--- src/rtl/bus_deser_pkg.sv ---
// Shared types and helpers for the serial-to-parallel bus deserializer.
// Holds the receive FSM state encoding and the bit-counter width rule.
package bus_deser_pkg;

  typedef enum logic {
    HUNT  = 1'b0,
    SHIFT = 1'b1
  } state_e;

  // The bit counter needs at least one bit, even for one-bit words.
  function automatic int cnt_w(input int width);
    int w;
    w = $clog2(width);
    if (w < 1) begin
      w = 1;
    end
    return w;
  endfunction

endpackage

--- src/rtl/bus_deser_fifo2.sv ---
// Two-entry FIFO holding completed words until the consumer takes them.
// A write is accepted while full only if the head is popped on the same edge.
module bus_deser_fifo2 #(
  parameter int DW = 2
) (
  input  logic          clk,
  input  logic          rst_n,
  input  logic          wr_en,
  input  logic [DW-1:0] wr_data,
  input  logic          rd_en,
  output logic [DW-1:0] rd_data,
  output logic          empty,
  output logic          full
);

  logic [DW-1:0] mem_r [2];
  logic          wr_ptr_r;
  logic          rd_ptr_r;
  logic [1:0]    cnt_r;
  logic          wr_ok_s;
  logic          rd_ok_s;

  assign empty   = (cnt_r == 2'd0);
  assign full    = (cnt_r == 2'd2);
  assign rd_data = mem_r[rd_ptr_r];

  assign rd_ok_s = rd_en && !empty;
  assign wr_ok_s = wr_en && (!full || rd_en);

  // Storage, pointers and occupancy.
  always_ff @(posedge clk or negedge rst_n) begin
    if (!rst_n) begin
      mem_r[0] <= {DW{1'b0}};
      mem_r[1] <= {DW{1'b0}};
      wr_ptr_r <= 1'b0;
      rd_ptr_r <= 1'b0;
      cnt_r    <= 2'd0;
    end else begin
      if (wr_ok_s) begin
        mem_r[wr_ptr_r] <= wr_data;
        wr_ptr_r        <= ~wr_ptr_r;
      end
      if (rd_ok_s) begin
        rd_ptr_r <= ~rd_ptr_r;
      end
      case ({wr_ok_s, rd_ok_s})
        2'b10:   cnt_r <= cnt_r + 2'd1;
        2'b01:   cnt_r <= cnt_r - 2'd1;
        default: cnt_r <= cnt_r;
      endcase
    end
  end

endmodule

--- src/rtl/bus_deserializer.sv ---
// Serial-to-parallel receiver: assembles WIDTH-bit words from a bit stream,
// buffers them two deep and reports dropped words and framing errors.
module bus_deserializer
  import bus_deser_pkg::*;
#(
  parameter int WIDTH       = 2,
  parameter bit MSB_FIRST   = 1'b1,
  parameter bit REQUIRE_SOF = 1'b1
) (
  input  logic             clk,
  input  logic             rst_n,
  input  logic             ser_in,
  input  logic             ser_valid,
  input  logic             ser_sof,
  output logic [WIDTH-1:0] bus_out,
  output logic             bus_out_valid,
  input  logic             bus_out_ready,
  output logic             overrun,
  output logic             frame_err,
  input  logic             err_clr
);

  localparam int     CW        = cnt_w(WIDTH);
  localparam state_e RST_STATE = (REQUIRE_SOF != 1'b0) ? HUNT : SHIFT;

  state_e           state_r;
  state_e           state_s;
  logic [CW-1:0]    cnt_r;
  logic [CW-1:0]    cnt_s;
  logic [CW-1:0]    bit_idx_s;
  logic [CW-1:0]    pos_s;
  logic [WIDTH-1:0] shift_r;
  logic [WIDTH-1:0] base_s;
  logic [WIDTH-1:0] word_s;
  logic             take_s;
  logic             complete_s;
  logic             ferr_set_s;
  logic             ovr_set_s;
  logic             pop_s;
  logic             empty_s;
  logic             full_s;
  logic             overrun_r;
  logic             frame_err_r;

  // Decide whether this edge takes a bit and where the FSM goes next.
  always_comb begin
    state_s    = state_r;
    take_s     = 1'b0;
    ferr_set_s = 1'b0;
    case (state_r)
      HUNT: begin
        if (ser_valid && ser_sof) begin
          take_s  = 1'b1;
          state_s = SHIFT;
        end else begin
          state_s = HUNT;
        end
      end
      SHIFT: begin
        if (ser_valid) begin
          take_s     = 1'b1;
          ferr_set_s = ser_sof && (cnt_r != {CW{1'b0}});
        end else begin
          state_s = SHIFT;
        end
      end
      default: begin
        state_s = RST_STATE;
      end
    endcase
  end

  // An SOF always restarts the word at bit 0, discarding any partial word.
  always_comb begin
    bit_idx_s = ser_sof ? {CW{1'b0}} : cnt_r;
    if (MSB_FIRST != 1'b0) begin
      pos_s = CW'(WIDTH - 1) - bit_idx_s;
    end else begin
      pos_s = bit_idx_s;
    end
    base_s = (bit_idx_s == {CW{1'b0}}) ? {WIDTH{1'b0}} : shift_r;
    for (int i = 0; i < WIDTH; i++) begin
      if (pos_s == CW'(i)) begin
        word_s[i] = ser_in;
      end else begin
        word_s[i] = base_s[i];
      end
    end
    complete_s = take_s && (bit_idx_s == CW'(WIDTH - 1));
    if (complete_s) begin
      cnt_s = {CW{1'b0}};
    end else if (take_s) begin
      cnt_s = bit_idx_s + CW'(1);
    end else begin
      cnt_s = cnt_r;
    end
  end

  assign pop_s     = !empty_s && bus_out_ready;
  assign ovr_set_s = complete_s && full_s && !pop_s;

  // FSM state, bit counter and assembly register.
  always_ff @(posedge clk or negedge rst_n) begin
    if (!rst_n) begin
      state_r <= RST_STATE;
      cnt_r   <= {CW{1'b0}};
      shift_r <= {WIDTH{1'b0}};
    end else begin
      state_r <= state_s;
      cnt_r   <= cnt_s;
      if (take_s) begin
        shift_r <= word_s;
      end
    end
  end

  // Sticky error flags; a set on the same edge as a clear wins.
  always_ff @(posedge clk or negedge rst_n) begin
    if (!rst_n) begin
      overrun_r   <= 1'b0;
      frame_err_r <= 1'b0;
    end else begin
      if (ovr_set_s) begin
        overrun_r <= 1'b1;
      end else if (err_clr) begin
        overrun_r <= 1'b0;
      end
      if (ferr_set_s) begin
        frame_err_r <= 1'b1;
      end else if (err_clr) begin
        frame_err_r <= 1'b0;
      end
    end
  end

  bus_deser_fifo2 #(
    .DW(WIDTH)
  ) u_fifo (
    .clk     (clk),
    .rst_n   (rst_n),
    .wr_en   (complete_s),
    .wr_data (word_s),
    .rd_en   (pop_s),
    .rd_data (bus_out),
    .empty   (empty_s),
    .full    (full_s)
  );

  assign bus_out_valid = !empty_s;
  assign overrun       = overrun_r;
  assign frame_err     = frame_err_r;

endmodule

--- config.mk ---
export PLATFORM = sky130hd
export DESIGN_NAME = bus_deserializer
export DESIGN_NICKNAME = d
export VERILOG_FILES = /design/src/rtl/bus_deser_pkg.sv /design/src/rtl/bus_deser_fifo2.sv /design/src/rtl/bus_deserializer.sv
export SDC_FILE = /design/constraint.sdc
export NUM_CORES = 1
export LEC_CHECK = 0
export ABC_AREA = 1
export CORE_ASPECT_RATIO = 1.1
export CORE_MARGIN = 2
export CORE_UTILIZATION = 44
export DETAILED_ROUTE_END_ITERATION = 10
export PLACE_DENSITY = 0.71
export SYNTH_ARGS = -nofsm -noshare
export SYNTH_HDL_FRONTEND = slang
export SYNTH_SLANG_ARGS = --single-unit
--- constraint.sdc ---
create_clock -name clk -period 1.4 [get_ports clk]
set_input_delay 0.42 -clock clk [delete_from_list [all_inputs] [get_ports clk]]
set_output_delay 0.42 -clock clk [all_outputs]
set_load 0.02 [all_outputs]
Word level (Yosys, flattened, before mapping)
Cells that the tools add are included.
{"block": "word_totals", "regBits": 14, "in_bits": 7, "out_inout_bits": 5}
{"block": "classes", "add_sub_neg": 4, "n_lt_le_gt_ge": 3, "n_eq_ne": 3, "muxes": 22, "bitwise": 5, "reduce_logical": 18}
{"cell": "2-to-1 mux 1 bit", "count": 12}
{"cell": "2-to-1 mux 2 bit", "count": 5}
{"cell": "logical AND 1 bit", "count": 9}
{"cell": "nonzero test 2 bit", "count": 4}
{"cell": "bitwise mux 4 bit", "count": 1}
{"cell": "equality test 2 bit (second input constant)", "count": 2}
{"cell": ">= comparator 2 bit (second input constant)", "count": 2}
{"cell": "NOT 1 -> 2 bit", "count": 2}
{"cell": "case mux 1 bit (2 select lines)", "count": 2}
{"cell": "case mux 2 bit (2 select lines)", "count": 1}
{"cell": "zero test 1 bit", "count": 3}
{"cell": "NOT 1 bit", "count": 3}
{"cell": "adder 2 x 1 -> 2 bit (second input constant)", "count": 1}
{"cell": "demux 2 bit (select 1 bit)", "count": 1}
{"cell": "equality test 2 x 1 -> 1 bit (second input constant)", "count": 1}
{"cell": "zero test 2 bit", "count": 1}
{"cell": "< comparator 2 x 1 -> 1 bit (second input constant)", "count": 1}
{"cell": "subtractor 2 x 1 -> 2 bit (second input constant)", "count": 1}
{"cell": "adder 1 bit (second input constant)", "count": 1}
{"cell": "logical OR 1 bit", "count": 1}
{"cell": "subtractor 1 bit (first input constant)", "count": 1}

Longest topological paths before layout
{"block": "logic_depth", "word_depth": 7, "ltp_mapped": 9, "depth_no_buf": 9}

Cells and area by module
A second synthesis with hierarchy kept.
{"block": "unflattened", "hier_cells": 89, "hier_area_um2": 688.2}
{"module": "bus_deser_fifo2", "n_inst": 1, "cells_each": 51, "area_each_um2": 419.2, "seq_area_each_um2": 200.2}
{"module": "bus_deserializer", "n_inst": 1, "cells_each": 38, "area_each_um2": 269.0, "seq_area_each_um2": 125.1}

Least setup slack after synthesis
OpenSTA, ideal clock, no wires.
{"block": "synth_path", "path_kind": "register to register", "from": "register u_fifo.cnt_r[1]", "to": "register u_fifo.cnt_r[1]", "setup_ns": 0.122, "arrival_ns": 1.401, "setup_slack_ns": -0.123, "stages_incl_launch_ff": 9, "n_path_buf": 0, "period_less_slack_ns": 1.523, "cell_sequence": "dfrtp_1 -> inv_1 -> nand2_1 -> nand2_1 -> inv_1 -> ha_1 -> a21oi_1 -> nand2_1 -> xor2_1"}
{"block": "synth_via", "word_cells_on_any_way": 14, "classes_between": "add/sub: 2; eq/ne: 3; mux: 1; reduce/logical: 8"}
{"item": "from (decl)", "line_no": "bus_deser_fifo2.sv:19", "text": "logic [1:0] cnt_r;"}
{"item": "from (signal assigned)", "line_no": "bus_deser_fifo2.sv:47", "text": "2'b10: cnt_r <= cnt_r + 2'd1;"}
{"item": "from (signal assigned)", "line_no": "bus_deser_fifo2.sv:48", "text": "2'b01: cnt_r <= cnt_r - 2'd1;"}
{"item": "from (signal assigned)", "line_no": "bus_deser_fifo2.sv:49", "text": "default: cnt_r <= cnt_r;"}
{"item": "zero test 2 bit (*)", "line_no": "bus_deser_fifo2.sv:23", "text": "assign empty = (cnt_r == 2'd0);"}
{"item": "zero test 1 bit (*)"}
{"item": "named net bus_out_valid", "line_no": "bus_deserializer.sv:16", "text": "output logic bus_out_valid,"}
{"item": "logical AND 1 bit", "line_no": "bus_deserializer.sv:99", "text": "assign pop_s = !empty_s && bus_out_ready;"}
{"item": "logical AND 1 bit (*)", "line_no": "bus_deser_fifo2.sv:27", "text": "assign rd_ok_s = rd_en && !empty;"}
{"item": "named net u_fifo.rd_ok_s", "line_no": "bus_deser_fifo2.sv:21", "text": "logic rd_ok_s;"}
{"item": "equality test 2 x 1 -> 1 bit or equality test 2 bit (tied branches)", "line_no": "bus_deser_fifo2.sv:46", "text": "case ({wr_ok_s, rd_ok_s})"}
{"item": "case mux 2 bit (2 select lines) or nonzero test 2 bit (tied branches)"}
The timed path passes the listed nets; every way through them passes the cells marked *.
A chain may end at the register's enable or synchronous reset.

Worst setup path after layout
{"block": "layout_path", "from": "register u_fifo.cnt_r[0]", "to": "register u_fifo.cnt_r[1]"}
{"block": "layout_via", "elab_chain_len": 7, "word_cells_on_any_way": 14, "classes_between": "add/sub: 2; eq/ne: 3; mux: 1; reduce/logical: 8"}
{"item": "zero test 2 bit", "line_no": "bus_deser_fifo2.sv:23"}
{"item": "zero test 1 bit", "line_no": "bus_deser_fifo2.sv:27, bus_deserializer.sv:99"}
{"item": "logical AND 1 bit", "line_no": "bus_deserializer.sv:99"}
{"item": "logical OR 1 bit", "line_no": "bus_deser_fifo2.sv:28", "text": "assign wr_ok_s = wr_en && (!full || rd_en);"}
{"item": "logical AND 1 bit", "line_no": "bus_deser_fifo2.sv:28"}
{"item": "equality test 2 x 1 -> 1 bit or equality test 2 bit (tied branches)", "line_no": "bus_deser_fifo2.sv:46"}
{"item": "case mux 2 bit (2 select lines) or nonzero test 2 bit (tied branches)"}
Parallel ways exist; a longest one is shown, timed or not.

==> metrics.md <==
| Metric | Value |
|---|---|
| DRC | 0 |
| Share of power burned in registers | 35.3% |
| Mean Syn Cell Area | 8.249 sq um |
| Met3 GRT Util | 4.433% |
| Pint | 1.055 mW |
| Final hold violations | 0 |
| Synth top area cells | dfrtp_1 (49%), nand2_1 (16%), nand3_1 (5.2%) |
| Nets | approximately 130 |
| Clock power frac | 13.9% |
| Clock input transition at the sequential cells of the worst setup and hold paths | 0.08 ns |
| Mapped Area | 668.1 sq um |
| Tightest Pin Transition | ~0.21 ns |
| CTS sink cnt | 13 |
| CP required | 1.57 ns |
| Failing checks | setup timing |
| Tcrit/Tclk final | 101.2% |
| Die span in x | 41.16 um |
| CTS tree | done |
| Layout Skew | 0.001486 ns |
| WHS | about 0.43 ns |
| GRT met1 Usage | 23.64% |
| Final count of negative-setup-slack endpoints | 3 |
| Placed Area | roughly 940 sq um |
| Final max-slew violation count | 0 |
| RSZ-0062 raised after global routing | yes |
| Gate Count Post-Synth | 81 |
| Clk_lat worst skew | 0.28 ns |
| Most common cell after layout, fill and taps aside | nand2_1 |
| Routed vias | about 620 |
| Finished Cell Area | 1015 sq um |
| Leakage power | 0.5463 nW |
| Comb pwr share | 50.9% |
| Fin cells | 134 |
| CP max FO | 3 |
| Hpwl dp | approximately 1100 um |
| Initial antenna violation count | 0 |
| Row count | 14 |
| Endpoint class of the critical path | flip-flop |
| Post-route antenna net violation count | 0 |
| Pin count of the biggest net entering global routing | 14 |
| Die area | 1847 sq um |
| Congestion Overflow GR | 0 |
| Setup ws final | -0.01701 ns |
| Vias/cell | 4.619 |
| Unique masters post-synth | 19 |
| Worst slew margin | between 80% and 90% |
| Final WL | 1407 um |
| Synth Register Bits | 13 |
| Post-place setup slack | -0.5406 ns |
| Setup_tns | -0.03393 ns |
| Total Routing Usage GR | 19.63% |
| Vias in the first global route | ~590 |
| YS warnings | 0 |
| First-pass GRT wire length | approximately 2400 um |
| Util after Layout | 72.41% |
| Initial core utilization | roughly 48% |
| Average wire per standard cell | between 10 and 15 um |
| Worst Path Arrival | 1.59 ns |
| Placed cells | ~120 |
| Net switching power | 638.7 uW |
| Outcome | finished, violations left |
| DIE HEIGHT | 44.87 um |
| Fmax | 0.7057 GHz |
| Most frequent cells in the layout | nand2_1 (24), buf_4 (22), dfrtp_1 (13) |
| Minimum clock period | between 1 and 1.5 ns |
| GRT Max-Usage Layer | met2 |
| Seq/Total Area, Yosys | just under 50% |
| Max IR drop VDD | 1.076 mV |
| Core region area | about 1400 sq um |
| Grt met2 use | 32.81% |
| 1st-iter DRT viols | 13 |
| Total CTS buffers | 3 |
| Worst setup SP type | flip-flop |
| Share of cells above drive strength 1 | 40.68% |
| Clock Tree Root | clkbuf_4 |
| Area grow syn2layout | 51.87% |
| Sw Ratio | about 38% |
| HP Class | in2async |
| H-tree depth | 1 |
| CTS max path bufs | 2 |
| DR pass1 iterations | 4 |
| Post-synth net total | 89 |
| Pwr Total | 1.694 mW |
| Routability-driven placement congestion ratio | 0.7618 |
| PD cells | between 1500 and 2000 nW/um^2 |
| I/O pin count | 12 |
| Kind of critical path | reg2reg |
| Top-area cell type share of the netlist area | between 40% and 50% |
| Diode count | 0 |
| # Max-Cap Violations | 0 |
| Dominant cell type by area after synthesis | dfrtp_1 |
| CTS Hold Bufs | 0 |
| Port-buffer cells | 11 |
[power groups by stage]
stage | combinational (mW) | sequential (mW) | clock [mW]
after floorplan | 0.432 | 0.594 | 0
after global routing | 0.950 | 0.609 | 0.248
after detailed placement | 0.815 | 0.597 | 0
final | 0.862 | 0.597 | 0.235
after CTS | 0.813 | 0.593 | 0.235
after global placement | 0.800 | 0.595 | 0
[flip-flops by register name (all words and copies together) (netlist names)]
name,cells
cnt_r,1
u_fifo.cnt_r,2
overrun,1
u_fifo.wr_ptr_r,1
frame_err,1
u_fifo.rd_ptr_r,1
shift_r,1
state_r,1
u_fifo.mem_r,4
[cell type report]
class / count / area (sq um)
clock buffer: 4 / 26.28
multi-input combinational: 54 / 319.1
sequential: 13 / 325.3
fill: 109 / 386.6
tap: 16 / 20.02
timing repair buffer: 33 / 269.0
inverter: 14 / 55.05
[Yosys cell counts, drive strengths merged]
cell	number
or2	1
ha	1
inv	14
nand3	7
nand2	31
a21oi	2
xor2	2
a31oi	1
o21ai	1
nor2	6
o22ai	1
xnor2	1
dfrtp	13
[per-layer routing]
| layer | vias to the layer above | routed length (um) |
|---|---|---|
| met1 | 277 | 639 |
| met2 | 19 | 687 |
| met4 | 0 | 21 |
| li1 | 319 | - |
| met5 | - | 0 |
| met3 | 4 | 60 |
[critical path, cell delays in order (launching register included)]
cell     delay (ns)
dfrtp_1        0.39
inv_2          0.09
nand2_2        0.07
nor2_4         0.16
nor2_8         0.06
inv_4          0.06
ha_4           0.19
a21oi_2        0.09
nand2_1        0.06
xor2_1         0.14
[path summary, 6_finish.rpt]
check,from,endpoint,slack (ns),cells after the start
hold / removal,rst_n,state_r,0.43,2
max in group asynchronous,rst_n,u_fifo.mem_r[0],0.81,2
setup / recovery,u_fifo.cnt_r[0],u_fifo.cnt_r[1],-0.02,9
setup reg to reg,u_fifo.cnt_r[0],u_fifo.cnt_r[1],-0.02,9
min in group clk,state_r,state_r,0.49,2
hold reg to reg,state_r,state_r,0.49,2
[repair_timing]
action / in CTS / in global routing
gates resized for setup: 22 / 6
endpoints found under the setup margin: 7 / 6
buffers inserted: 4 / 2
hold endpoints to repair: 0 / 0
pin swaps: 4 / 5
cloned: 0 / 0
[kinds of logic (layout without fill, tap and decap cells)]
| group | count (synthesis) | in the layout | synth area share, % |
|---|---|---|---|
| buffers and inverters | 14 | 51 | 7.865 |
| and+or+nand+nor | 45 | 45 | 33.52 |
| xor gates and xnor gates | 3 | 3 | 3.933 |
| DFF | 13 | 13 | 48.69 |
| adders and majority gates | 1 | 1 | 1.872 |
| AOI/OAI and AO/OA | 5 | 5 | 4.120 |
(Power assumes the default switching activity.)
